### src/rtl/uart_tx_fifo.sv
// UART transmitter fed by a small byte FIFO; 8N1 framing, LSB first.
// Define UART_TX_PARITY_EN to append an even-parity bit (8E1 framing).
module uart_tx_fifo #(
    parameter int BAUD_PER = 10416,
    parameter int FIFO_AW  = 3
) (
    input  logic             clk,
    input  logic             nrst,
    input  logic             en,
    input  logic [7:0]       data_in,
    input  logic             data_valid,
    output logic             data_ready,
    output logic             tx,
    output logic             busy,
    output logic [FIFO_AW:0] fifo_count
);

    localparam int DEPTH = 1 << FIFO_AW;
    localparam int BW = $clog2(BAUD_PER);
    localparam logic [BW-1:0] BAUD_MAX = BW'(BAUD_PER - 1);
    localparam logic [FIFO_AW:0] DEPTH_C = (FIFO_AW + 1)'(DEPTH);

`ifdef UART_TX_PARITY_EN
    typedef enum logic [2:0] {
        S_IDLE, S_START, S_DATA, S_PARITY, S_STOP
    } state_t;
`else
    typedef enum logic [2:0] {
        S_IDLE, S_START, S_DATA, S_STOP
    } state_t;
`endif

    logic [7:0]         mem [DEPTH];
    logic [FIFO_AW-1:0] wr_ptr;
    logic [FIFO_AW-1:0] rd_ptr;
    logic [FIFO_AW:0]   count;
    logic [7:0]         head;
    logic               push;
    logic               pop;

    state_t        state;
    state_t        state_nxt;
    logic [BW-1:0] baud;
    logic [BW-1:0] baud_nxt;
    logic [2:0]    bit_cnt;
    logic [2:0]    bit_nxt;
    logic [7:0]    shift;
    logic [7:0]    shift_nxt;
    logic          tx_q;
    logic          tx_nxt;
    logic          bit_end;
    logic          can_pop;
    logic          load;
`ifdef UART_TX_PARITY_EN
    logic          par;
    logic          par_nxt;
`endif

    assign head       = mem[rd_ptr];
    assign data_ready = (count < DEPTH_C);
    assign push       = data_valid && data_ready;
    assign fifo_count = count;
    assign busy       = (state != S_IDLE);
    assign tx         = tx_q;
    assign bit_end    = (baud == BAUD_MAX);
    assign can_pop    = en && (count != '0);

    always_ff @(posedge clk) begin
        if (push) begin
            mem[wr_ptr] <= data_in;
        end
    end

    always_ff @(posedge clk or negedge nrst) begin
        if (!nrst) begin
            wr_ptr <= '0;
            rd_ptr <= '0;
            count  <= '0;
        end else begin
            if (push) begin
                wr_ptr <= wr_ptr + 1'b1;
            end
            if (pop) begin
                rd_ptr <= rd_ptr + 1'b1;
            end
            unique case ({push, pop})
                2'b10:   count <= count + 1'b1;
                2'b01:   count <= count - 1'b1;
                default: count <= count;
            endcase
        end
    end

    always_ff @(posedge clk or negedge nrst) begin
        if (!nrst) begin
            state <= S_IDLE;
        end else begin
            state <= state_nxt;
        end
    end

    always_comb begin
        state_nxt = state;
        pop       = 1'b0;
        load      = 1'b0;
        tx_nxt    = tx_q;
        shift_nxt = shift;
        bit_nxt   = bit_cnt;
        baud_nxt  = bit_end ? '0 : baud + 1'b1;
`ifdef UART_TX_PARITY_EN
        par_nxt   = par;
`endif
        unique case (state)
            S_IDLE: begin
                baud_nxt = '0;
                if (can_pop) begin
                    load = 1'b1;
                end
            end
            S_START: begin
                if (bit_end) begin
                    state_nxt = S_DATA;
                    tx_nxt    = shift[0];
                end
            end
            S_DATA: begin
                if (bit_end) begin
                    if (bit_cnt == 3'd7) begin
`ifdef UART_TX_PARITY_EN
                        state_nxt = S_PARITY;
                        tx_nxt    = par;
`else
                        state_nxt = S_STOP;
                        tx_nxt    = 1'b1;
`endif
                    end else begin
                        bit_nxt   = bit_cnt + 3'd1;
                        shift_nxt = {1'b0, shift[7:1]};
                        tx_nxt    = shift[1];
                    end
                end
            end
`ifdef UART_TX_PARITY_EN
            S_PARITY: begin
                if (bit_end) begin
                    state_nxt = S_STOP;
                    tx_nxt    = 1'b1;
                end
            end
`endif
            S_STOP: begin
                if (bit_end) begin
                    if (can_pop) begin
                        load = 1'b1;
                    end else begin
                        state_nxt = S_IDLE;
                        tx_nxt    = 1'b1;
                    end
                end
            end
            default: state_nxt = S_IDLE;
        endcase
        // back-to-back frames reuse the idle load path straight from stop
        if (load) begin
            pop       = 1'b1;
            state_nxt = S_START;
            tx_nxt    = 1'b0;
            shift_nxt = head;
            baud_nxt  = '0;
            bit_nxt   = '0;
`ifdef UART_TX_PARITY_EN
            par_nxt   = ^head;
`endif
        end
    end

    always_ff @(posedge clk or negedge nrst) begin
        if (!nrst) begin
            baud    <= '0;
            bit_cnt <= '0;
            shift   <= '0;
            tx_q    <= 1'b1;
`ifdef UART_TX_PARITY_EN
            par     <= 1'b0;
`endif
        end else begin
            baud    <= baud_nxt;
            bit_cnt <= bit_nxt;
            shift   <= shift_nxt;
            tx_q    <= tx_nxt;
`ifdef UART_TX_PARITY_EN
            par     <= par_nxt;
`endif
        end
    end

endmodule

### config.mk
export PLATFORM = sky130hd
export DESIGN_NAME = uart_tx_fifo
export DESIGN_NICKNAME = d
export VERILOG_FILES = /design/src/rtl/uart_tx_fifo.sv
export SDC_FILE = /design/constraint.sdc
export NUM_CORES = 1
export LEC_CHECK = 0
export CAP_MARGIN = 10
export CORE_UTILIZATION = 40
export CTS_CLUSTER_DIAMETER = 100
export DETAILED_ROUTE_END_ITERATION = 10
export PLACE_DENSITY_LB_ADDON = 0.05
export SLEW_MARGIN = 20
export SYNTH_ARGS = -nofsm -noshare
export SYNTH_HDL_FRONTEND = slang
export SYNTH_SLANG_ARGS = --single-unit
export TNS_END_PERCENT = 5
### constraint.sdc
create_clock -name clk -period 2.8 [get_ports clk]
set_input_delay 0.56 -clock clk [delete_from_list [all_inputs] [get_ports clk]]
set_output_delay 0.56 -clock clk [all_outputs]
set_load 0.02 [all_outputs]
==> results_dict.tcl <==
set metrics [dict create \
    status "completed" \
    first_global_vias 2495 \
    port-buffer-count 18 \
    drt-met1-wl_mm 3.578 \
    grt_overflow_total 0 \
    critPathLaunchType "flop" \
    place.gp.congestion 0.7588 \
    antenna_found_initial 0 \
    drv_cap 0 \
    fin_setup_tns_ps 0 \
    hold_class "primary input to asynchronous set/reset pin" \
    vias_per_cell 5.118 \
    path_max_fanout 4 \
    vias 2426 \
    crit_path_cell_trace "ha_1, or4bb_1, nor4_1, o21ai_1, inv_1, ha_1, xor2_1, ha_1, a21oi_1, xor2_1, nor2_1, xor2_1" \
    dr_wl_met2_mm 3.982 \
    io_pins 19 \
    grt_pass1_wl_mm 13.08 \
    synth.area.top_cells "edfxtp_1, dfrtp_1, mux4_2, ha_1, mux2i_1" \
    grt_max_degree 39 \
    synthFlopType "edfxtp_1" \
    ys_async_sr_fraction_pct 37.25 \
    die_w_um 107.5 \
    synth_cell_types 44 \
    p_int_uw 1971 \
    max_clock_freq_ghz 0.3920 \
    cts_resized 0 \
    hold_viol_final 0 \
    die_area_mm2 0.01156 \
    clk_pin_slew_ps 110 \
    maxSlewViolCount 0 \
    tightest_slew_ps 871.5 \
    setup_viol 0 \
    postCtsSetupBuffers 0 \
    slew_headroom_pct 41.90 \
    top_layer_used "met4" \
    die_y_um 107.5 \
    nets 353 \
    ir_worst_vdd_mv 0.3197 \
    area_growth_pct 13.21 \
    clock_sinks 102 \
    power_frac_clock_pct 35.9 \
    cts-root-buf "clkbuf_8" \
    synth-seq-cells 102 \
    cts_buffers 9 \
    htreeDepth 3 \
    ant_nets 0 \
    p_seq_share_pct 62.4 \
    ys_warn_count 0 \
    swShare_pct 23.33 \
    critPathMaxStageDelay_ps 480 \
    hpwl_mm 5.317 \
    cpMaxStageDelayCell "or4bb_1" \
    combinationalPowerShare_pct 1.7 \
    rrSetupSlack_ps 250 \
    critical_path_class "flop to flop" \
    route.met3.wl_um 238 \
    drcViolationCount 0 \
    r2r_end "fifo_count[2]" \
    antenna_cells 0 \
    min_period_over_period_pct 91.11 \
    cts_tree "done" \
    nFillCells 968 \
    first_iter_violations 98 \
    layout_min_cycle_time_ps 2551 \
    reg2reg_depth 12 \
    post_drt_wl_per_cell_um 16.70 \
    worstPathArrival_ps 2800 \
    synth_edf_count 64 \
    grt_use_total_pct 15.44 \
    timing.hold.ws_ps 291.9 \
    worstSkewPairLatency_ps 380 \
    num_rows 38 \
    postCtsHoldBufs 0 \
    syn_avg_cell_area_um2 14.99 \
    clock_path_buffers 2 \
    power_density_mw_per_mm2 510.2 \
    start_util_pct 41.07 \
    yosysSeqAreaShare_pct 64.56 \
    netlist_area_mm2 0.004452 \
    critPathRequiredTime_ps 3050 \
    cp-end-kind "flop" \
    synth_nets 321 \
    drive_gt1_share_pct 17.66 \
    drt-pass1-iter-count 4 \
    netlist.area_leader.share_pct 43.17 \
    r2r_start "state[1]" \
    synth_top_cell_by_area "edfxtp_1" \
    rsz0062_at_grt "false" \
    p_sw_uw 599.9 \
    postSynthCellCount 297 \
    core-area_mm2 0.01084 \
    fin_skew_ps 13.57 \
    wl_mm 7.915 \
    static-leakage-power_uw 0.001812 \
]
## synthesized netlist by cell type, types with 3 or more instances
master	instances
xor2_1	11
nand2_1	10
xnor2_1	10
nand4_1	3
edfxtp_1	64
clkbuf_1	7
inv_1	11
mux2i_1	12
ha_1	12
a211oi_1	7
mux2_2	3
a21oi_1	12
nor2_1	24
nand3_1	6
nor2b_1	8
o21ai_0	6
mux4_2	16
nand2b_1	4
dfrtp_1	37
nor3_1	5
## sequential cells by signal (all words and copies together), names as in the netlist
name and cells:
mem 64, baud 14, shift 8, fifo_count 4, bit_cnt 3, rd_ptr 3
wr_ptr 3, state 2, tx 1
## metrics by stage
stage / area [µm²] / setup slack [ps] / cells / total power (µW) / utilization [%]
2_1_floorplan: 4459 / 2.117 / 297 / 1642 / -
3_3_place_gp: 4842 / 207.6 / 458 / 1680 / 44.67
3_5_place_dp: 4842 / 144.0 / 458 / 1682 / 44.67
4_1_cts: 5040 / 222.3 / 474 / 2620 / 46.49
5_1_grt: 5040 / 6.540 / 474 / 2681 / 46.49
6_report: 5040 / 248.9 / 474 / 2571 / 46.49
## layer usage
metal / up-vias / GRT usage (%)
met4: 0 / 5.479
met3: 10 / 4.237
met5: - / 0
li1: 1162 / -
met2: 42 / 25.78
met1: 1212 / 19.19
## logic make-up after synthesis
kind of cell	count (synthesis)	share of synthesized area, %
flops	102	64.56
simple gates	77	9.388
compound gates	32	4.553
mux	31	11.55
buf+inv	22	2.445
xor+xnor	21	4.131
fa+ha+maj	12	3.373
## area by class of cell
type / count / area, µm² / share of cell area [%]
Sequential cell: 102 / 2877 / 57.08
Multi-Input combinational cell: 173 / 1469 / 29.15
Timing Repair Buffer: 32 / 280.3 / 5.561
Tap cell: 140 / 175.2 / 3.476
Clock buffer: 9 / 123.9 / 2.458
Clock inverter: 7 / 73.82 / 1.465
Inverter: 11 / 41.29 / 0.8193
## cells in the final DEF (no fill, tap or decap), types with 2 or more instances in the layout
| cell | n |
|---|---|
| edfxtp_1 | 64 |
| dfrtp_1 | 35 |
| nor2_1 | 24 |
| clkdlybuf4s50_1 | 17 |
| mux4_2 | 16 |
| buf_4 | 14 |
| a21oi_1 | 12 |
| mux2i_1 | 12 |
| ha_1 | 12 |
| inv_1 | 11 |
| xor2_1 | 11 |
| nand2_1 | 10 |
| xnor2_1 | 10 |
| clkbuf_8 | 9 |
| nor2b_1 | 8 |
| a211oi_1 | 7 |
| nand3_1 | 6 |
| nor3_1 | 5 |
| o21ai_0 | 5 |
| nand2b_1 | 4 |
| nand4_1 | 3 |
| mux2_2 | 3 |
| inv_8 | 3 |
| or3_1 | 2 |
| and3_1 | 2 |
| nor4_1 | 2 |
| a21o_1 | 2 |
| clkinvlp_4 | 2 |
| dfrtp_2 | 2 |
## worst max-delay path by stage
| stage | start | endpoint | depth (start not counted) |
|---|---|---|---|
| after floorplan | state[1] | fifo_count[2] | 14 |
| after global placement | en | fifo_count[2] | 12 |
| after detailed placement | en | fifo_count[2] | 12 |
| after CTS | state[1] | fifo_count[2] | 12 |
| after global routing | state[1] | fifo_count[2] | 12 |
| final | state[1] | fifo_count[2] | 12 |
## worst max-delay path, delay by kind of cell (launching register included)
family / cells / cell delay, ps
flops: 1 / 400
xor+xnor: 3 / 360
fa+ha+maj: 3 / 570
buf+inv: 1 / 90
compound gates: 2 / 260
simple gates: 3 / 750
## power by group through the flow
| stage | clock network (µW) | registers (µW) | logic [µW] |
|---|---|---|---|
| final | 924 | 1600 | 42.6 |
| after global routing | 1030 | 1610 | 48.7 |
| after CTS | 971 | 1600 | 44.6 |
| after detailed placement | 0 | 1640 | 44.7 |
| after global placement | 0 | 1640 | 42.8 |
| after floorplan | 0 | 1640 | 3.78 |
Power figures use the tool's default switching activity.
